$ cat src/rtl/instr_fetch_unit.sv
// Instruction fetch: PC generation, one-deep in-flight imem read, DEPTH-entry {instr,pc} buffer to decode.
// Optional FETCH_STALL_CNT_EN adds stall_cnt_o, a wrapping count of cycles in which decode received nothing.
module instr_fetch_unit #(
  parameter logic [31:0] RESET_PC = 32'h0000_0000,
  parameter int          DEPTH    = 2
) (
  input  logic        clk_i,
  input  logic        rst_i,
  output logic        imem_req_o,
  output logic [31:0] imem_addr_o,
  input  logic [31:0] imem_data_i,
  input  logic        redirect_i,
  input  logic [31:0] redirect_pc_i,
  output logic        valid_o,
  input  logic        ready_i,
  output logic [31:0] instr_o,
  output logic [5:0]  op_o,
  output logic [31:0] pc_o
`ifdef FETCH_STALL_CNT_EN
  , output logic [31:0] stall_cnt_o
`endif
);

  localparam int PW = $clog2(DEPTH);
  localparam int CW = PW + 1;
  localparam int OW = CW + 1;

  typedef struct packed {
    logic [31:0] instr;
    logic [31:0] pc;
  } entry_t;

  entry_t          buf_q [DEPTH];
  entry_t          buf_d [DEPTH];
  entry_t          out_q, out_d;
  logic [PW-1:0]   head_q, head_d, tail_q, tail_d;
  logic [CW-1:0]   count_q, count_d;
  logic [31:0]     pc_q, pc_d;
  logic [31:0]     inf_addr_q, inf_addr_d;
  logic            inflight_q, inflight_d;

  logic            pop, pop_eff, wr;
  logic [OW-1:0]   occ;
  logic            unused_rpc_bits;

  assign unused_rpc_bits = ^redirect_pc_i[1:0];

  assign valid_o = (count_q != '0);
  assign pop     = valid_o & ready_i;
  assign pop_eff = pop & ~redirect_i;
  assign wr      = inflight_q & ~redirect_i;

  // Occupancy the buffer would reach if the request issued now returns next cycle.
  assign occ = {1'b0, count_q} + OW'(inflight_q) - OW'(pop);

  assign imem_req_o  = rst_i & ~redirect_i & (occ < OW'(DEPTH));
  assign imem_addr_o = pc_q;

  assign instr_o = out_q.instr;
  assign pc_o    = out_q.pc;
  assign op_o    = out_q.instr[31:26];

  always_comb begin
    buf_d      = buf_q;
    head_d     = head_q;
    tail_d     = tail_q;
    count_d    = count_q;
    pc_d       = pc_q;
    inflight_d = inflight_q;
    inf_addr_d = inf_addr_q;
    out_d      = out_q;
    if (redirect_i) begin
      head_d     = '0;
      tail_d     = '0;
      count_d    = '0;
      inflight_d = 1'b0;
      pc_d       = {redirect_pc_i[31:2], 2'b00};
    end else begin
      if (wr) begin
        buf_d[tail_q] = '{instr: imem_data_i, pc: inf_addr_q};
        tail_d        = tail_q + PW'(1);
      end
      if (pop_eff) head_d = head_q + PW'(1);
      count_d    = count_q + CW'(wr) - CW'(pop_eff);
      inflight_d = imem_req_o;
      if (imem_req_o) begin
        inf_addr_d = pc_q;
        pc_d       = pc_q + 32'd4;
      end
      // Output register tracks the new head; when the buffer drains it keeps the last one.
      if (count_d != '0) out_d = buf_d[head_d];
    end
  end

  always_ff @(posedge clk_i or negedge rst_i) begin
    if (!rst_i) begin
      for (int i = 0; i < DEPTH; i++) buf_q[i] <= '0;
      out_q      <= '0;
      head_q     <= '0;
      tail_q     <= '0;
      count_q    <= '0;
      pc_q       <= RESET_PC;
      inflight_q <= 1'b0;
      inf_addr_q <= '0;
    end else begin
      buf_q      <= buf_d;
      out_q      <= out_d;
      head_q     <= head_d;
      tail_q     <= tail_d;
      count_q    <= count_d;
      pc_q       <= pc_d;
      inflight_q <= inflight_d;
      inf_addr_q <= inf_addr_d;
    end
  end

  a_no_overflow: assert property (@(posedge clk_i) disable iff (!rst_i)
    !(wr && (count_q == CW'(DEPTH)) && !pop_eff));

`ifdef FETCH_STALL_CNT_EN
  logic [31:0] stall_cnt_q, stall_cnt_d;

  // A redirect discards the head, so that cycle counts as a stall even if decode was ready.
  always_comb begin
    stall_cnt_d = stall_cnt_q;
    if (!(valid_o & ready_i) || redirect_i) stall_cnt_d = stall_cnt_q + 32'd1;
  end

  always_ff @(posedge clk_i or negedge rst_i) begin
    if (!rst_i) stall_cnt_q <= '0;
    else        stall_cnt_q <= stall_cnt_d;
  end

  assign stall_cnt_o = stall_cnt_q;
`endif

endmodule
$ cat config.mk
export PLATFORM = sky130hd
export DESIGN_NAME = instr_fetch_unit
export DESIGN_NICKNAME = d
export VERILOG_FILES = /design/src/rtl/instr_fetch_unit.sv
export SDC_FILE = /design/constraint.sdc
export NUM_CORES = 1
export LEC_CHECK = 0
export BUFFER_PORTS_ARGS = -buffer_cell sky130_fd_sc_hd__buf_2
export CAP_MARGIN = 25
export CORE_MARGIN = 4
export CORE_UTILIZATION = 50
export CTS_CLUSTER_SIZE = 40
export DETAILED_ROUTE_END_ITERATION = 10
export GPL_TIMING_DRIVEN = 0
export PLACE_DENSITY = 0.72
export SLEW_MARGIN = 0
export SYNTH_ARGS = -nofsm -noshare
export SYNTH_HDL_FRONTEND = slang
export SYNTH_SLANG_ARGS = --single-unit
export TNS_END_PERCENT = 5
$ cat constraint.sdc
create_clock -name clk_i -period 4 [get_ports clk_i]
set_clock_uncertainty 0.15 [all_clocks]
set_input_delay 0.4 -clock clk_i [delete_from_list [all_inputs] [get_ports clk_i]]
set_output_delay 0.4 -clock clk_i [all_outputs]
set_load 0.03 [all_outputs]
==> out/summary.txt <==
STATUS
-----------------------------------------------------------------------------------------
Run status                                                                   complete, no violations

GLOBAL ROUTE
-----------------------------------------------------------------------------------------
Met3 demand-to-capacity share in global routing                                     3.06%
Met2 capacity usage during global routing                                           34.6%
Vias in the first global route                                                       7920
GRT Overall Usage                                                                   21.3%
Total grt overflow                                                                      0
Most used routing layer                                                              met2
Global-route wire length before repair                                           41900 µm
Met1 capacity usage during global routing                                           30.5%
Antenna violations before repair                                                        0
Largest net degree at the start of global routing                                     124

FLOORPLAN
-----------------------------------------------------------------------------------------
Horiz. Die Dim                                                                     155 µm
Std-Cell Rows                                                                          53
Core area                                                                       21200 µm²
Die Footprint                                                                   24100 µm²
Num ports                                                                             172
Starting density of the core                                                        51.3%
Die span in y                                                                      155 µm

STA
-----------------------------------------------------------------------------------------
Post-route clock period utilization                                                 94.6%
Worst hold-check slack                                                           0.319 ns
Fmax achieved                                                                     264 MHz
Tightest Pin Transition                                                          0.907 ns
Tmin final                                                                        3.78 ns
Final setup violation count                                                             0
Worst-case headroom to the max-slew limit                                           39.3%
Max-slew violation total from the final report                                          0
Unrepaired setup endpoints after global routing                                        no
Number of hold violations in the final report                                           0
Setup TNS Final                                                                      0 ns

YOSYS
-----------------------------------------------------------------------------------------
Largest cells by area after synthesis                                        sky130_fd_sc_hd__dfrtp_1 (59%), sky130_fd_sc_hd__mux2_2 (15%), sky130_fd_sc_hd__mux2i_1 (5.8%)
Proportion of register bits with asynchronous set or reset after synthesis           100%
Top cell types by occurrence after synthesis                                 sky130_fd_sc_hd__dfrtp_1 (257), sky130_fd_sc_hd__mux2_2 (140), sky130_fd_sc_hd__nor2_1 (75)
Cell with the most instances after synthesis                                 sky130_fd_sc_hd__dfrtp_1
Post-synth EDFFs                                                                        0
Syn Std Cell Area                                                               10800 µm²
Avg Synthesized Cell Area                                                        12.7 µm²
Top cell type by total area after synthesis                                  sky130_fd_sc_hd__dfrtp_1
Synthesized instance count                                                            853
Most used DFF post-synth                                                     sky130_fd_sc_hd__dfrtp_1
Portion of synthesized cell area occupied by the leading cell type                  59.3%
Fraction of the yosys area taken by sequential cells                                59.3%
Synthesized flop and latch total                                                      257
Yosys warning total                                                                     0
Distinct cell type count of the synthesized netlist                                    44

HOLD PATH
-----------------------------------------------------------------------------------------
Hold Crit Class                                                                  in2async

WORST SETUP PATH
-----------------------------------------------------------------------------------------
Data required time of the critical path                                           3.45 ns
Bufs and invs on worst path                                                             2
Slowest library cell on the worst path                                       sky130_fd_sc_hd__dfrtp_1
Arrival @ worst endpoint                                                          3.23 ns
Crit Path Max Fanout                                                                   10
Largest stage delay on the critical path                                          0.49 ns
Path type of the worst setup path                                                 reg2out
Sort of element at the end of the critical path                               output port
Crit path launch type                                                                flop
Category of cells accounting for the largest share of critical-path delay     adder cells
Critical-path cell list                                                      o21a_1 > ha_1 > nand2b_1 > fa_1 > xnor2_2 > nand2_2 > nor2_4 > clkbuf_4 > buf_2

CLOCK TREE
-----------------------------------------------------------------------------------------
Number of buffers created by CTS                                                       27
H-tree depth reported by CTS                                                            1
CTS tree                                                                              yes
Clock root buffer                                                            sky130_fd_sc_hd__clkbuf_16
Clock latency reported for the late side of the worst-skew pair                   0.52 ns
CTS clk-pin slew, worst paths                                                     0.06 ns
Number of buffers between clock root and the deepest sink                               3
Clk sink count                                                                        257

ROUTING
-----------------------------------------------------------------------------------------
Violation count after the first detailed-route iteration                              355
DRT Wirelength                                                                   25400 µm
First-pass iteration count of the detailed router                                       4
Remaining DRCs                                                                          0
Number of nets with antenna violations after routing                                    0
Total via count after detailed routing                                               7444
DR WL/cell                                                                        18.0 µm
Drt via density                                                                      5.28

PWR
-----------------------------------------------------------------------------------------
Pwr per Cell Area                                                              753 nW/µm²
Total Power                                                                      0.0103 W
Leakage power                                                                     6.63 nW
Max IR drop VDD                                                                0.000537 V

FINISH
-----------------------------------------------------------------------------------------
Fraction of final layout cells with drive strength greater than 1                   34.7%
Antenna cells                                                                           0
Non-filler cells, final                                                              1409
Post-route core utilization                                                         64.7%
Synth-to-Final Area Change                                                          26.2%
Final net count                                                                      1191

JOB
-----------------------------------------------------------------------------------------
Max-capacitance violation count                                                         0

PLACEMENT
-----------------------------------------------------------------------------------------
DP Cell Count                                                                        1297
Detailed-placement wirelength estimate                                           16500 µm
Final weighted congestion in routability-driven placement                           0.820
Number of port buffers                                                                166

==> metal layers <==
| layer | up-vias | routed length [µm] |
|---|---|---|
| met1 | 3735 | 11500 |
| met3 | 40 | 1160 |
| met5 | - | 0 |
| met4 | 0 | 571 |
| li1 | 3504 | - |
| met2 | 165 | 12200 |
==> what timing repair did <==
item                                   4_1_cts  5_1_grt
setup endpoints to repair                    1        1
endpoints found under the hold margin      125        0
cloned                                       0        1
resized for setup                            4        2
pin swaps                                    0        0
hold buffers                                66        0
setup buffers                                0        0
==> sequential cells by signal, summed over array words and instances (netlist names) <==
| register | count |
|---|---|
| imem_addr_o | 30 |
| count_q | 2 |
| buf_q | 128 |
| tail_q | 1 |
| head_q | 1 |
| inflight_q | 1 |
| inf_addr_q | 30 |
| pc_o | 32 |
| instr_o | 32 |
==> placed cells by master, fill, tap and decap left out, drive strengths merged <==
master,n
or4,4
nand3,12
clkbuf,62
nor2b,5
o21a,1
a31o,1
a31oi,2
ha,4
mux2,155
dfrtp,257
o21bai,1
nor3,10
xor2,8
xnor2,24
dlygate4sd3,64
buf,200
and2b,1
nand2,43
and2,4
o21ai,28
conb,2
nand2b,5
or2,3
and3,3
mux2i,63
and4,4
inv,3
nand4,9
bufinv,3
nand3b,2
clkinv,6
o211ai,1
a21oi,62
fa,1
nor2,75
nor4,6
==> metrics by stage <==
stage / worst slack (ns) / cell area, µm²
after floorplan: 0.727 / 10900
after global placement: -3.21 / 12000
after detailed placement: 0.0573 / 12100
after CTS: 0.0210 / 13700
after global routing: 0.0728 / 13700
final: 0.218 / 13700
==> path summary, 6_finish.rpt <==
path	from	endpoint	slack, ns	depth (start not counted)
max reg2reg	count_q[1]	imem_addr_o[25]	0.42	10
min in group clk_i	buf_q[1]	buf_q[1]	0.33	1
max in group asynchronous	rst_i	inf_addr_q[12]	2.39	5
min	rst_i	pc_o[11]	0.32	4
max	count_q[1]	imem_req_o	0.22	9
min reg2reg	buf_q[1]	buf_q[1]	0.33	1
==> worst reg2reg max path, cell delays in order, from the launching register on <==
cell and delay, ns:
sky130_fd_sc_hd__dfrtp_1 0.49, sky130_fd_sc_hd__o21a_1 0.23, sky130_fd_sc_hd__ha_1 0.26, sky130_fd_sc_hd__nand2b_1 0.15, sky130_fd_sc_hd__fa_1 0.44, sky130_fd_sc_hd__xor2_1 0.23
sky130_fd_sc_hd__or4_1 0.56, sky130_fd_sc_hd__clkbuf_1 0.23, sky130_fd_sc_hd__nor4_1 0.35, sky130_fd_sc_hd__xor2_1 0.11, sky130_fd_sc_hd__mux2_2 0.27
==> where the power goes <==
part           total (W)  switching, W  internal (W)
Sequential       0.00417      0.000500       0.00367
Combinational    0.00366       0.00219       0.00148
Clock            0.00248      0.000981       0.00149
==> kinds of logic after synthesis <==
logic type / share of synthesized area, %
AOI/OAI and AO/OA: 4.56
xor gates and xnor gates: 2.58
adders and majority gates: 0.646
buffers and inverters: 2.78
DFF: 59.3
muxes: 21.9
other: 0.0346
and+or+nand+nor: 8.21
==> final cells by class <==
cell class	count	area, µm²
plain buffers	55	294
clock buffers	36	749
clock inverters	9	120
fillers	1606	7470
inverters	3	11.3
multi-input cells	539	4140
flip-flops and latches	257	6430
well taps	275	344
repair buffers	235	1600
Note: power is estimated with default switching activity, not from simulation.
